<file path="src/rtl/fir_codec_seq.sv">
// fir_codec_seq: sequences one stereo frame at a time between the codec sample
// FIFOs and a pair of external FIR filters, with bypass, enable gate and a
// wrapping frame counter. The filter latency is a parameter (FILT_LAT, 1..15).
// Optional macro FIR_CLIP_COUNT_EN adds a saturating clip_cnt output counting
// filtered frames whose result hits either full-scale code.
module fir_codec_seq #(
  parameter int unsigned DW       = 24,
  parameter int unsigned FILT_LAT = 1,
  parameter int unsigned CNT_W    = 16
) (
  input  logic             clk,
  input  logic             reset,
  input  logic             enable,
  input  logic             bypass,
  input  logic             read_ready,
  input  logic [DW-1:0]    readdata_left,
  input  logic [DW-1:0]    readdata_right,
  output logic             read,
  input  logic             write_ready,
  output logic [DW-1:0]    writedata_left,
  output logic [DW-1:0]    writedata_right,
  output logic             write,
  output logic             filt_en,
  output logic [DW-1:0]    filt_in_left,
  output logic [DW-1:0]    filt_in_right,
  input  logic [DW-1:0]    filt_out_left,
  input  logic [DW-1:0]    filt_out_right,
  output logic             busy,
  output logic [CNT_W-1:0] frame_cnt
`ifdef FIR_CLIP_COUNT_EN
  ,
  output logic [15:0]      clip_cnt
`endif
);

  localparam int unsigned LAT_W = 4;

  typedef enum logic [2:0] {
    IDLE    = 3'd0,
    CAPTURE = 3'd1,
    FILTER  = 3'd2,
    WAIT_WR = 3'd3,
    WRITE   = 3'd4
  } state_t;

  state_t            state;
  logic [LAT_W-1:0]  lat_cnt;
  logic              byp_q;

`ifdef FIR_CLIP_COUNT_EN
  localparam logic [DW-1:0] POS_FS = {1'b0, {(DW-1){1'b1}}};
  localparam logic [DW-1:0] NEG_FS = {1'b1, {(DW-1){1'b0}}};

  logic clip_hit;

  // Full-scale detect on the filter result about to be captured
  always_comb begin
    clip_hit = 1'b0;
    if ((filt_out_left == POS_FS) || (filt_out_left == NEG_FS) ||
        (filt_out_right == POS_FS) || (filt_out_right == NEG_FS)) begin
      clip_hit = 1'b1;
    end
  end
`endif

  // Frame sequencer: state, strobes and datapath registers
  always_ff @(posedge clk) begin
    if (reset) begin
      state           <= IDLE;
      lat_cnt         <= '0;
      byp_q           <= 1'b0;
      read            <= 1'b0;
      write           <= 1'b0;
      filt_en         <= 1'b0;
      busy            <= 1'b0;
      frame_cnt       <= '0;
      filt_in_left    <= '0;
      filt_in_right   <= '0;
      writedata_left  <= '0;
      writedata_right <= '0;
`ifdef FIR_CLIP_COUNT_EN
      clip_cnt        <= '0;
`endif
    end else begin
      // Strobes are single-cycle; only the transition into their state sets them
      read    <= 1'b0;
      write   <= 1'b0;
      filt_en <= 1'b0;
      case (state)
        IDLE: begin
          if (enable && read_ready) begin
            state         <= CAPTURE;
            filt_in_left  <= readdata_left;
            filt_in_right <= readdata_right;
            byp_q         <= bypass;
            read          <= 1'b1;
            busy          <= 1'b1;
          end
        end
        CAPTURE: begin
          if (byp_q) begin
            state           <= WAIT_WR;
            writedata_left  <= filt_in_left;
            writedata_right <= filt_in_right;
          end else begin
            state   <= FILTER;
            lat_cnt <= LAT_W'(FILT_LAT);
            filt_en <= 1'b1;
          end
        end
        FILTER: begin
          // Counts FILT_LAT down to 0, so FILTER spans FILT_LAT+1 cycles
          if (lat_cnt == '0) begin
            state           <= WAIT_WR;
            writedata_left  <= filt_out_left;
            writedata_right <= filt_out_right;
`ifdef FIR_CLIP_COUNT_EN
            if (clip_hit && (clip_cnt != 16'hFFFF)) begin
              clip_cnt <= clip_cnt + 16'd1;
            end
`endif
          end else begin
            lat_cnt <= lat_cnt - LAT_W'(1);
          end
        end
        WAIT_WR: begin
          if (write_ready) begin
            state <= WRITE;
            write <= 1'b1;
          end
        end
        WRITE: begin
          state     <= IDLE;
          busy      <= 1'b0;
          frame_cnt <= frame_cnt + CNT_W'(1);
        end
        default: begin
          state <= IDLE;
          busy  <= 1'b0;
        end
      endcase
    end
  end

endmodule

</file>
<file path="config.mk">
export PLATFORM = sky130hd
export DESIGN_NAME = fir_codec_seq
export DESIGN_NICKNAME = d
export VERILOG_FILES = /design/src/rtl/fir_codec_seq.sv
export SDC_FILE = /design/constraint.sdc
export NUM_CORES = 1
export LEC_CHECK = 0
export CORE_MARGIN = 3
export CORE_UTILIZATION = 47
export DETAILED_ROUTE_END_ITERATION = 12
export MAX_ROUTING_LAYER = met4
export PLACE_DENSITY = 0.95
export SKIP_LAST_GASP = 1
export SLEW_MARGIN = 20
export SYNTH_ARGS = -nofsm -noshare
export SYNTH_HDL_FRONTEND = slang
export SYNTH_SLANG_ARGS = --single-unit
export TNS_END_PERCENT = 5
</file>
<file path="constraint.sdc">
create_clock -name clk -period 3 [get_ports clk]
set_input_delay 0.6 -clock clk [delete_from_list [all_inputs] [get_ports clk]]
set_output_delay 0.6 -clock clk [all_outputs]
set_load 0.005 [all_outputs]
</file>
======== Yosys cells after proc, flatten, opt, wreduce, memory -nomap -nowiden ========
Cells that the tools add are included.
storage, ports and cells
  flip-flop bits (word level) ............. 124
  bits of input ports ..................... 102
  word-level logic and storage cells ...... 60
  output and inout port bits .............. 116
cells by class
  reduce and logical (&&, ||, !) cells .... 13
  eq/ne operators ......................... 10
  bitwise gates (word level) .............. 4
  muxes and demuxes ....................... 19
  add/sub/neg operators ................... 2
operators by type and width
  cell                                               count
  2-to-1 mux 24 bit                                  4
  one-hot mux 24 bit (2 select lines)                2
  adder 16 x 1 -> 16 bit (second input constant)     1
  != test 2 bit (second input constant)              6
  one-hot mux 3 bit (4 select lines)                 1
  2-to-1 mux 3 bit                                   3
  AND reduction 3 bit                                3
  2-to-1 mux 4 bit                                   2
  one-hot mux 4 bit (2 select lines)                 1
  == test 3 x 2 -> 1 bit (second input constant)     2
  OR reduction 2 bit                                 3
  2-to-1 mux 1 bit                                   5
  zero test 4 bit                                    1
  NOT 1 bit                                          4
  AND reduction 2 bit                                2
  subtractor 4 x 1 -> 4 bit (second input constant)  1
  == test 3 x 1 -> 1 bit (second input constant)     1
  == test 3 bit (second input constant)              1
  zero test 3 bit                                    1
  OR reduction 3 bit                                 1
  one-hot mux 1 bit (2 select lines)                 1
  nonzero test 2 bit                                 1
  logical AND 1 bit                                  1

======== Longest topological paths before layout ========
  word-level depth ........................ 4
  mapped depth ............................ 8
  gate-level depth less buffers ........... 6

======== Worst setup path before layout ========
Ideal clock, no wire load.
  kind .................................... input port to flip-flop
  start point ............................. input reset
  end point ............................... register frame_cnt[15]
  arrival time ............................ 1.606 ns
  stages .................................. 4
  buffers on the path ..................... 3
  library setup time ...................... 0.115 ns
  path slack .............................. 1.279 ns
  cells stage by stage .................... clkbuf_1 -> clkbuf_1 -> clkbuf_1 -> o21ba_2
RTL lines
  what                  line  RTL
  start, declared       12    input logic reset,
  end signal, assigned  135   frame_cnt <= frame_cnt + CNT_W'(1);
  end, declared         29    output logic [CNT_W-1:0] frame_cnt
No word-level cell between the ends.

======== Worst setup path after layout ========
  start point ............................. register state[0]
  end point ............................... register state[0]
between the ends
  cells in the longest elaborated chain, start to end .. 3
  elaborated cells between the ends (all ways) .. 9
ends and longest elaborated chain
  what                                                       line  RTL
  start, declared                                            46    state_t state;
  start signal, assigned                                     69    state <= IDLE;
  start signal, assigned                                     92    state <= CAPTURE;
  start signal, assigned                                     102   state <= WAIT_WR;
  == test 3 x 2 -> 1 bit or zero test 3 bit (tied branches)  89    case (state)
  != test 2 bit (no source line)                             -
  AND reduction 3 bit (no source line)                       -
Several ways; a longest one is shown, not always the timed one.
A chain may end at the register's enable or synchronous reset.

==> flow_results.xml <==
<?xml version="1.0" encoding="UTF-8"?>
<metrics>
  <group name="power">
    <metric name="power.leakage" unit="nW">3.12</metric>
    <metric name="share_comb_of_total_power" unit="%">17.5</metric>
    <metric name="netSwitchingPower" unit="mW">1.14</metric>
    <metric name="internal_power" unit="mW">3.39</metric>
    <metric name="power.share.switching" unit="%">25.1</metric>
    <metric name="share_clk_of_total_power" unit="%">42.7</metric>
    <metric name="total_power" unit="mW">4.53</metric>
    <metric name="worst_ir_drop_on_vdd" unit="mV">0.400</metric>
    <metric name="power.density" unit="nW/um^2">550</metric>
    <metric name="sequentialPowerShare" unit="%">39.8</metric>
  </group>
  <group name="sta">
    <metric name="finalHoldViolations" unit="">0</metric>
    <metric name="setup_viol" unit="">0</metric>
    <metric name="fin_crit_period" unit="ps">2330</metric>
    <metric name="final.period_utilization" unit="%">77.7</metric>
    <metric name="finClkSkew" unit="ps">8.59</metric>
    <metric name="drv_slew" unit="">0</metric>
    <metric name="fmax" unit="MHz">429</metric>
    <metric name="timing.final.ws_setup" unit="ps">669</metric>
    <metric name="timing.setup.tns" unit="ps">0</metric>
    <metric name="setup_repair_after_global_routing_missed_its_margin" unit="">no</metric>
    <metric name="worst_slew_margin_rel" unit="%">29.4</metric>
    <metric name="worst-slew-pin-transition" unit="ps">1060</metric>
    <metric name="final.hold.worst_slack" unit="ps">470</metric>
  </group>
  <group name="placed_design">
    <metric name="pre_cts_ws" unit="ps">651</metric>
    <metric name="post-dp-hpwl" unit="microns">10900</metric>
    <metric name="portBuffers" unit="">217</metric>
    <metric name="detailed_place.area" unit="sq um">7680</metric>
    <metric name="globalplace.congestion" unit="">0.824</metric>
  </group>
  <group name="yosys">
    <metric name="synth_compound_gate_area_share" unit="%">19.8</metric>
    <metric name="yosys.area_share.adder" unit="%">0.686</metric>
    <metric name="synth_async_reset_ratio" unit="%">0</metric>
    <metric name="synthMuxAreaShare" unit="%">8.78</metric>
    <metric name="synth_simple_gate_area_share" unit="%">19.4</metric>
    <metric name="post_synth_instance_area" unit="sq um">5470</metric>
    <metric name="number_of_enable_type_register_cells_in_the_synthesized_netlist" unit="">0</metric>
    <metric name="synthesis.area_per_instance" unit="sq um">8.62</metric>
    <metric name="synth_seq_area_share" unit="%">45.3</metric>
    <metric name="synth_seq_cells" unit="">124</metric>
    <metric name="synthDistinctLibCells" unit="">38</metric>
    <metric name="synth_top_family_by_area" unit="">compound AO/OA/AOI/OAI gates</metric>
    <metric name="post_synth_xor_area_fraction" unit="%">1.28</metric>
    <metric name="postSynthCellCount" unit="">635</metric>
    <metric name="synthFlopType" unit="">sky130_fd_sc_hd__dfxtp_1</metric>
    <metric name="yosys_warnings" unit="">0</metric>
    <metric name="number_of_nets_in_the_synthesized_netlist" unit="">740</metric>
  </group>
  <group name="cts">
    <metric name="worst_skew_pair.late_latency" unit="ps">400</metric>
    <metric name="cts_resized" unit="">0</metric>
    <metric name="ctsHtreeMaxLevel" unit="">4</metric>
    <metric name="clock-root-buffer" unit="">sky130_fd_sc_hd__clkbuf_16</metric>
    <metric name="cts-hold-fix-buffers" unit="">0</metric>
    <metric name="tritoncts" unit="">done</metric>
    <metric name="clock_sink_count" unit="">124</metric>
    <metric name="clkSlewWorstSetupHoldPaths" unit="ps">50</metric>
    <metric name="numCtsBuffers" unit="">17</metric>
    <metric name="post-cts-setup-buffers" unit="">0</metric>
    <metric name="ctsLongestPathBuffers" unit="">2</metric>
  </group>
  <group name="route">
    <metric name="drc" unit="">0</metric>
    <metric name="routed_wl" unit="microns">16500</metric>
    <metric name="dr.first_iter.drc_count" unit="">451</metric>
    <metric name="wl_per_cell" unit="microns">17.0</metric>
    <metric name="drtAntennaViolNets" unit="">0</metric>
    <metric name="via_per_inst" unit="">5.55</metric>
    <metric name="vias" unit="">5368</metric>
    <metric name="drt_pre_antenna_iters" unit="">5</metric>
  </group>
  <group name="grt">
    <metric name="grt.met2_usage" unit="%">44.1</metric>
    <metric name="grt_first_pass_wirelength" unit="microns">26400</metric>
    <metric name="globalRouteMet1Util" unit="%">29.3</metric>
    <metric name="groute.layer.met3.usage" unit="%">5.78</metric>
    <metric name="grt_overflow_total" unit="">0</metric>
    <metric name="number_of_global_route_vias_before_repair" unit="">5281</metric>
    <metric name="pin_count_of_the_biggest_net_entering_global_routing" unit="">105</metric>
    <metric name="number_of_antenna_violations_at_the_first_check_in_global_routing" unit="">0</metric>
    <metric name="grt_most_used_layer" unit="">met2</metric>
    <metric name="track_usage" unit="%">25.9</metric>
  </group>
  <group name="setup_path">
    <metric name="critical_path_peak_fanout" unit="">54</metric>
    <metric name="reg2reg_depth" unit="">4</metric>
    <metric name="timing.critical_path.required" unit="ps">3330</metric>
    <metric name="critical_path.cell_chain" unit="">or3b_4 &gt; nor2_1 &gt; a2111o_1 &gt; a21oi_1</metric>
    <metric name="critical_path.n_buffers_inverters" unit="">0</metric>
    <metric name="beginning_of_the_worst_register_to_register_path" unit="">state[0]$_SDFFE_PP0P_</metric>
    <metric name="max_stage_delay_cell_worst_path" unit="">sky130_fd_sc_hd__or3b_4</metric>
    <metric name="path_delay_family" unit="">simple AND/OR/NAND/NOR gates</metric>
    <metric name="worst-r2r-setup-slack" unit="ps">670</metric>
    <metric name="setup.worst_path.start_class" unit="">flip-flop</metric>
    <metric name="arrival" unit="ps">2660</metric>
    <metric name="reg2reg_to" unit="">state[0]$_SDFFE_PP0P_</metric>
    <metric name="path_class" unit="">reg2reg</metric>
    <metric name="maximum_cell_stage_delay_along_the_critical_path" unit="ps">920</metric>
    <metric name="worstSetupEndpointType" unit="">flip-flop</metric>
  </group>
  <group name="final_layout">
    <metric name="postLayoutCellArea" unit="sq um">8240</metric>
    <metric name="final_net_count" unit="">921</metric>
    <metric name="areaGrowthSynthToFinish" unit="%">50.5</metric>
    <metric name="final_layout_size_suffix_gt1_share" unit="%">5.31</metric>
    <metric name="antennaDiodeCount" unit="">0</metric>
  </group>
  <group name="worst_hold_path">
    <metric name="whs_path_depth" unit="">2</metric>
    <metric name="worst_hold_path.endpoint" unit="">filt_in_right[3]$_SDFFE_PP0P_</metric>
    <metric name="hold_path.startpoint" unit="">filt_in_right[3]$_SDFFE_PP0P_</metric>
    <metric name="worstHoldPathType" unit="">reg2reg</metric>
  </group>
  <group name="die">
    <metric name="start_util" unit="%">49.2</metric>
    <metric name="design.portCount" unit="">218</metric>
    <metric name="die-width" unit="microns">114</metric>
    <metric name="die_height" unit="microns">114</metric>
    <metric name="placementRows" unit="">38</metric>
    <metric name="placeableCoreArea" unit="sq um">11100</metric>
    <metric name="floorplan.die_area" unit="sq um">13000</metric>
  </group>
  <group name="flow_run">
    <metric name="max_cap_viol_count" unit="">0</metric>
  </group>
  <group name="run_status">
    <metric name="outcome" unit="">finished, final reports clean</metric>
  </group>
</metrics>
[synthesized netlist by cell type (all sizes together), types with 7 or more instances]
cell | number | area, sq um
dfxtp | 124 | 2480
nand2 | 105 | 394
a21oi | 65 | 329
o21ai | 59 | 295
nor2b | 49 | 307
clkbuf | 48 | 180
mux2i | 48 | 480
o41ai | 48 | 420
buf | 13 | 65.1
nor2 | 11 | 41.3
or3 | 7 | 43.8
[through the flow]
step,std cells,util (%)
2_1_floorplan,635,-
3_3_place_gp,937,69.0
3_5_place_dp,937,69.0
4_1_cts,968,74.0
5_1_grt,968,74.0
6_report,968,74.0
[worst register-to-register path: cells and delay by family, from the launching register on]
family	cells	cell delay, ps
DFF	1	590
and+or+nand+nor	2	1110
AOI/OAI and AO/OA	2	580
[routing by layer]
metal | wire length [microns] | part of all wire, % | up-vias
met5 | 0 | 0 | -
met4 | 544 | 3.3 | 0
li1 | - | - | 2614
met1 | 6610 | 40 | 2523
met2 | 8390 | 51 | 187
met3 | 923 | 5.6 | 44
[flip-flops by register name, summed over array words and instances, names as in the netlist, 3 cells and up]
name / flops
filt_in_right: 24
frame_cnt: 16
filt_in_left: 24
writedata_right: 24
state: 3
lat_cnt: 4
writedata_left: 24
[cells by family (layout without fill, tap and decap cells)]
kind of cell / count (synthesis) / count (layout)
XOR/XNOR: 8 / 8
buffers and inverters: 65 / 258
AO/OA/AOI/OAI: 176 / 176
multiplexers: 48 / 48
adder cells (fa/ha/maj): 3 / 3
AND/OR/NAND/NOR: 211 / 211
flip-flops: 124 / 124
[how the worst max path moves through the flow]
| stage | start | end | cells past startpoint |
|---|---|---|---|
| 6_report | state[0]$_SDFFE_PP0P_ | state[0]$_SDFFE_PP0P_ | 4 |
| 2_1_floorplan | reset | frame_cnt[15]$_SDFFE_PP0N_ | 4 |
| 4_1_cts | lat_cnt[0]$_SDFFE_PP0P_ | writedata_left[0]$_SDFFE_PP0P_ | 7 |
| 3_5_place_dp | read_ready | filt_in_left[15]$_SDFFE_PP0P_ | 6 |
| 5_1_grt | lat_cnt[0]$_SDFFE_PP0P_ | writedata_left[20]$_SDFFE_PP0P_ | 7 |
| 3_3_place_gp | lat_cnt[0]$_SDFFE_PP0P_ | writedata_left[12]$_SDFFE_PP0P_ | 7 |
[power groups by stage]
stage	Clock, mW	Combinational [mW]	Sequential [mW]
after detailed placement	0	0.790	1.84
final	1.94	0.792	1.80
after floorplan	0	0.416	1.82
after global routing	2.04	0.862	1.81
after global placement	0	0.775	1.83
after CTS	1.97	0.797	1.80
[placed cells by master (no fill, tap or decap), types with 3 or more instances in the layout]
cell,count
sky130_fd_sc_hd__buf_4,4
sky130_fd_sc_hd__dfxtp_1,123
sky130_fd_sc_hd__nor2b_1,49
sky130_fd_sc_hd__xnor2_1,4
sky130_fd_sc_hd__ha_1,3
sky130_fd_sc_hd__nand4_1,6
sky130_fd_sc_hd__or3_1,7
sky130_fd_sc_hd__buf_12,3
sky130_fd_sc_hd__clkinv_2,7
sky130_fd_sc_hd__nor3b_1,5
sky130_fd_sc_hd__and3_1,3
sky130_fd_sc_hd__o21ai_0,59
sky130_fd_sc_hd__nor3_1,5
sky130_fd_sc_hd__inv_1,4
sky130_fd_sc_hd__xor2_1,4
sky130_fd_sc_hd__clkdlybuf4s50_1,216
sky130_fd_sc_hd__clkbuf_1,3
sky130_fd_sc_hd__o41ai_1,48
sky130_fd_sc_hd__nor2_1,11
sky130_fd_sc_hd__mux2i_1,48
sky130_fd_sc_hd__nand3_1,6
sky130_fd_sc_hd__a21oi_1,64
sky130_fd_sc_hd__clkbuf_16,17
sky130_fd_sc_hd__nand2_1,105
[final cells by class]
class / count / area, sq um
well taps: 140 / 175
repair buffers: 223 / 2250
clock inverters: 9 / 95.1
multi-input cells: 446 / 2750
inverters: 4 / 15.0
clock buffers: 22 / 464
fillers: 814 / 2890
flip-flops and latches: 124 / 2490
(Power assumes the default switching activity.)
==> edit 1, RTL diff (config.mk and constraints unchanged) <==
Encoding of `state_t`: now one-hot (5 bits for 5 states).
--- a/src/rtl/fir_codec_seq.sv
+++ b/src/rtl/fir_codec_seq.sv
@@ -35,12 +35,12 @@
 
   localparam int unsigned LAT_W = 4;
 
-  typedef enum logic [2:0] {
-    IDLE    = 3'd0,
-    CAPTURE = 3'd1,
-    FILTER  = 3'd2,
-    WAIT_WR = 3'd3,
-    WRITE   = 3'd4
+  typedef enum logic [4:0] {
+    IDLE    = 5'b00001,
+    CAPTURE = 5'b00010,
+    FILTER  = 5'b00100,
+    WAIT_WR = 5'b01000,
+    WRITE   = 5'b10000
   } state_t;
 
   state_t            state;
Behaviour: same outputs for any inputs over 4 cycles, from zero or initial values and one cycle with reset high; so few cycles prove little.
==> edit 1 against the unedited design <==
Global-route usage is 1.1 points higher; power is 7.4% lower; worst setup slack worse by 0.0037 ns; sequential cell count up 2; routed wire length grew 2.9%; area after synthesis is 5.9% lower; sequential power decreased by 3%; design area shrank 3.3%; maximum frequency down 0.16%; via count rose by 4.6%; first-iteration DRC count rose by 28%.
==> edit 1: results (changes against the unedited design) <==
STA
  – Actual slew at the worst max-slew pin: 0.583 ns (was 1.06 ns)
  – Max Clock Skew: 0.00804 ns (was 0.00859 ns)
  – Hold slack: 0.472 ns (was 0.470 ns)

Place
  – GP Congestion: 0.843 (was 0.824)
  – # placed instances: 956 (was 937)
  – Area post-placement: 0.00738 mm² (was 0.00768 mm²)
  – Post-DP HPWL: 10.9 mm (about the same)

Pwr
  – IR drop worst, VDD: 0.271 mV (was 0.400 mV)
  – LEAKAGE: 2.60 nW (was 3.12 nW)

Drt
  – Initial DRC Count: 577 (was 451)
  – Vias: 5615 (was 5368)
  – Routed len/inst: 17.1 µm (was 17.0 µm)

Global route
  – All-layer global routing usage: 27.0% (was 25.9%)
  – Largest net degree at the start of global routing: 53 (was 105)
  – Vias in the first global route: 5316 (was 5281)
  – First-pass GRT wire length: 26.7 mm (was 26.4 mm)

Hold path
  – Hold Path Origin: filt_in_left[12] (was filt_in_right[3])
  – WHS Endpoint: filt_in_left[12] (was filt_in_right[3])

Logic synthesis
  – Xor and xnor fraction of the mapped netlist area: 1.36% (was 1.28%)
  – Post-Syn Nets: 752 (was 740)
  – Post-Syn Instances: 648 (was 635)
  – Main area contributors after synthesis: dfxtp_1 (49%), nand2_1 (15%), a21oi_1 (11%), a311oi_1 (8.2%), clkbuf_1 (3.4%) (was dfxtp_1 (45%), mux2i_1 (8.8%), o41ai_1 (7.7%), nand2_1 (7.2%), a21oi_1 (5.9%))
  – Seq/Total Area, Yosys: 49.0% (was 45.3%)
  – Count of cell types in the netlist: 42 (was 38)
  – Most frequent cells after synthesis: nand2_1 (201), dfxtp_1 (126), a21oi_1 (109), a311oi_1 (48), clkbuf_1 (46) (was dfxtp_1 (124), nand2_1 (105), a21oi_1 (64), o21ai_0 (59), nor2b_1 (49))
  – Adder-cell share of the synthesized area: 0.486% (was 0.686%)
  – Post-synthesis compound-gate area fraction: 21.4% (was 19.8%)

Cells and area
  – Fill count: 740 (was 814)
  – Ant. Diodes: 0 (unchanged)
  – Fin nets: 943 (was 921)
  – Share of layout cells above drive strength 1: 5.75% (was 5.31%)
  – Fin cells: 988 (was 968)

Setup path
  – Crit Reg-Reg Startpoint: lat_cnt[0] (was state[0])
  – Worst reg-to-reg path cell count: 7 (was 4)
  – Crit Path Max Fanout: 34 (was 54)
  – RR Endpoint: writedata_left[0] (was state[0])

Clocking
  – CTS root buf: clkbuf_8 (was clkbuf_16)
  – CTS Buffer Depth: 2 (unchanged)

Status
  – Status: finished, final reports clean (unchanged)
edit 1: cell types whose count changed after synthesis, moves of 7 or more:
cell      change
a21oi_1      +45
a311oi_1     +48
mux2i_1      -47
nand2_1      +96
nor2_1        +7
nor2b_1      -46
o21ai_0      -55
o41ai_1      -47
edit 1: cells by family after synthesis:
family,after synthesis
adder cells (fa/ha/maj),2
flip-flops,126
AO/OA/AOI/OAI,175
XOR/XNOR,8
multiplexers,1
buffers and inverters,62
AND/OR/NAND/NOR,274
edit 1: worst max path at each step:
stage,start,endpoint,cells past startpoint
final,lat_cnt[0],writedata_left[0],7
after detailed placement,lat_cnt[0],writedata_right[15],7
after global routing,lat_cnt[0],writedata_left[0],7
after global placement,lat_cnt[0],writedata_right[15],7
after floorplan,state[0],frame_cnt[15],6
after CTS,lat_cnt[0],writedata_right[12],7
edit 1: final cells by class:
class | instances | share of cell area (%)
flip-flops and latches | 126 | 31.6
clock inverters | 10 | 1.73
multi-input cells | 460 | 30.2
clock buffers | 22 | 5.68
inverters | 7 | 0.330
well taps | 136 | 2.14
repair buffers | 227 | 28.3
edit 1: where the power goes:
group / switching [W] / internal [W]
clock network: 0.000737 / 0.00131
logic: 0.000176 / 0.000225
registers: 0.0000351 / 0.00171
edit 1: metal layers:
| metal | track usage [%] | vias to the layer above | routed length (µm) | share of wire [%] |
|---|---|---|---|---|
| met1 | 31.5 | 2663 | 6810 | 40 |
| met5 | - | - | 0 | 0 |
| li1 | - | 2644 | - | - |
| met4 | 12.2 | 0 | 512 | 3.0 |
| met3 | 5.57 | 40 | 1160 | 6.9 |
| met2 | 44.9 | 268 | 8460 | 50 |
edit 1: worst max-delay path, cell delays in order, from the launching register on:
cell      delay (ns)
dfxtp_1         0.32
inv_1           0.08
ha_1            0.18
nor3b_1         0.32
a22o_2          0.45
buf_4           0.42
a21oi_1         0.15
a311oi_1        0.31
edit 1: through the flow:
step | setup slack, ns | utilization (%)
detailed placement | 0.714 | 70.2
global placement | 0.777 | 70.2
finish | 0.665 | 75.8
floorplan | 1.04 | -
CTS | 0.702 | 75.8
global route | 0.437 | 75.8
==> edit 2, RTL diff (config.mk and constraints unchanged) <==
Without the edit above. The localparam `LAT_W` goes from 4 to 5.
--- a/src/rtl/fir_codec_seq.sv
+++ b/src/rtl/fir_codec_seq.sv
@@ -33,7 +33,7 @@
 `endif
 );
 
-  localparam int unsigned LAT_W = 4;
+  localparam int unsigned LAT_W = 5;
 
   typedef enum logic [2:0] {
     IDLE    = 3'd0,
Formal check against the unedited RTL: no difference found for any inputs over 4 cycles, from zero or initial values and one cycle with reset high; that may be too few to reach the edited logic, so the function may still have changed.
==> edit 2 against the unedited design <==
Area after synthesis is 0.62% higher; combinational power is 63% higher; hold slack hardly changed; worst setup slack better by 0.16 ns; design area is 0.47% higher; clock skew is 0.0014 ns lower; power is 15% higher; sequential cell count is 1 higher; routed wire length is 0.53% higher.
==> edit 2: results (changes against the unedited design) <==
Global route
  – Met3 GRT Util: 6.55% (was 5.78%)
  – Met1 Usage GRT: 27.9% (was 29.3%)
  – Vias in the first global route: 5156 (was 5281)
  – First-pass GRT wire length: 25.8 mm (was 26.4 mm)

Cells and area
  – Fin nets: 876 (was 921)
  – Share of layout cells above drive strength 1: 11.5% (was 5.31%)

Drt
  – Vias: 5204 (was 5368)
  – WL met2: 8.57 mm (was 8.39 mm)
  – Initial DRC Count: 241 (was 451)
  – M1 WL: 6.59 mm (was 6.61 mm)

Setup path
  – Top delay family on crit path: compound AO/OA/AOI/OAI gates (was simple AND/OR/NAND/NOR gates)
  – Worst stage delay on the critical path: 0.53 ns (was 0.92 ns)
  – Worst reg-to-reg path cell count: 5 (was 4)
  – Crit Path Max Fanout: 37 (was 54)
  – CP Capture Point: writedata_right[5] (was state[0])
  – Critical path arrival: 2.47 ns (was 2.66 ns)

Pwr
  – LEAKAGE: 2.74 nW (was 3.12 nW)
  – Cell internal pwr: 0.00379 W (was 0.00339 W)
  – Sequential group share of total power: 37.9% (was 39.8%)
  – Power Density: 627 mW/mm² (was 550 mW/mm²)
  – Psw: 0.00140 W (was 0.00114 W)

Hold path
  – WHS Endpoint: filt_in_left[11] (was filt_in_right[3])
  – Hold Path Origin: filt_in_left[11] (was filt_in_right[3])

STA
  – Final worst slack: 0.829 ns (was 0.669 ns)
  – Hold slack: 0.470 ns (about the same)

Place
  – Post-DP HPWL: 11.5 mm (was 10.9 mm)
  – # placed instances: 893 (was 937)

Logic synthesis
  – Post-synthesis area per instance: 9.50 µm² (was 8.62 µm²)

Status
  – Status: finished, final reports clean (unchanged)
edit 2: cell types whose count changed after synthesis, sizes merged, moves of 5 or more:
cell / unedited run / this run
o21ai: 59 / 3
nand2: 105 / 110
a21oi: 65 / 107
nor2b: 49 / 3
a311oi: 0 / 48
o41ai: 48 / 0
clkbuf: 48 / 28
buf: 13 / 26
edit 2: final cells by class:
cell class,instances,share of cell area (%)
Tap cell,140,2.12
Timing Repair Buffer,227,27.7
Multi-Input combinational cell,398,33.0
Sequential cell,125,30.2
Inverter,3,0.151
Clock buffer,22,5.61
Clock inverter,8,1.12
edit 2: logic make-up after synthesis:
family	synth area share, %
buffers and inverters	5.36
flip-flops	45.4
XOR/XNOR	1.59
adder cells (fa/ha/maj)	0.454
multiplexers	8.91
AND/OR/NAND/NOR	15.1
AO/OA/AOI/OAI	23.1
edit 2: worst min-delay path: cells and delay by family, from the launching register on:
family	cells	cell delay [ns]
AOI/OAI and AO/OA	1	0.05
DFF	1	0.31
and+or+nand+nor	1	0.05
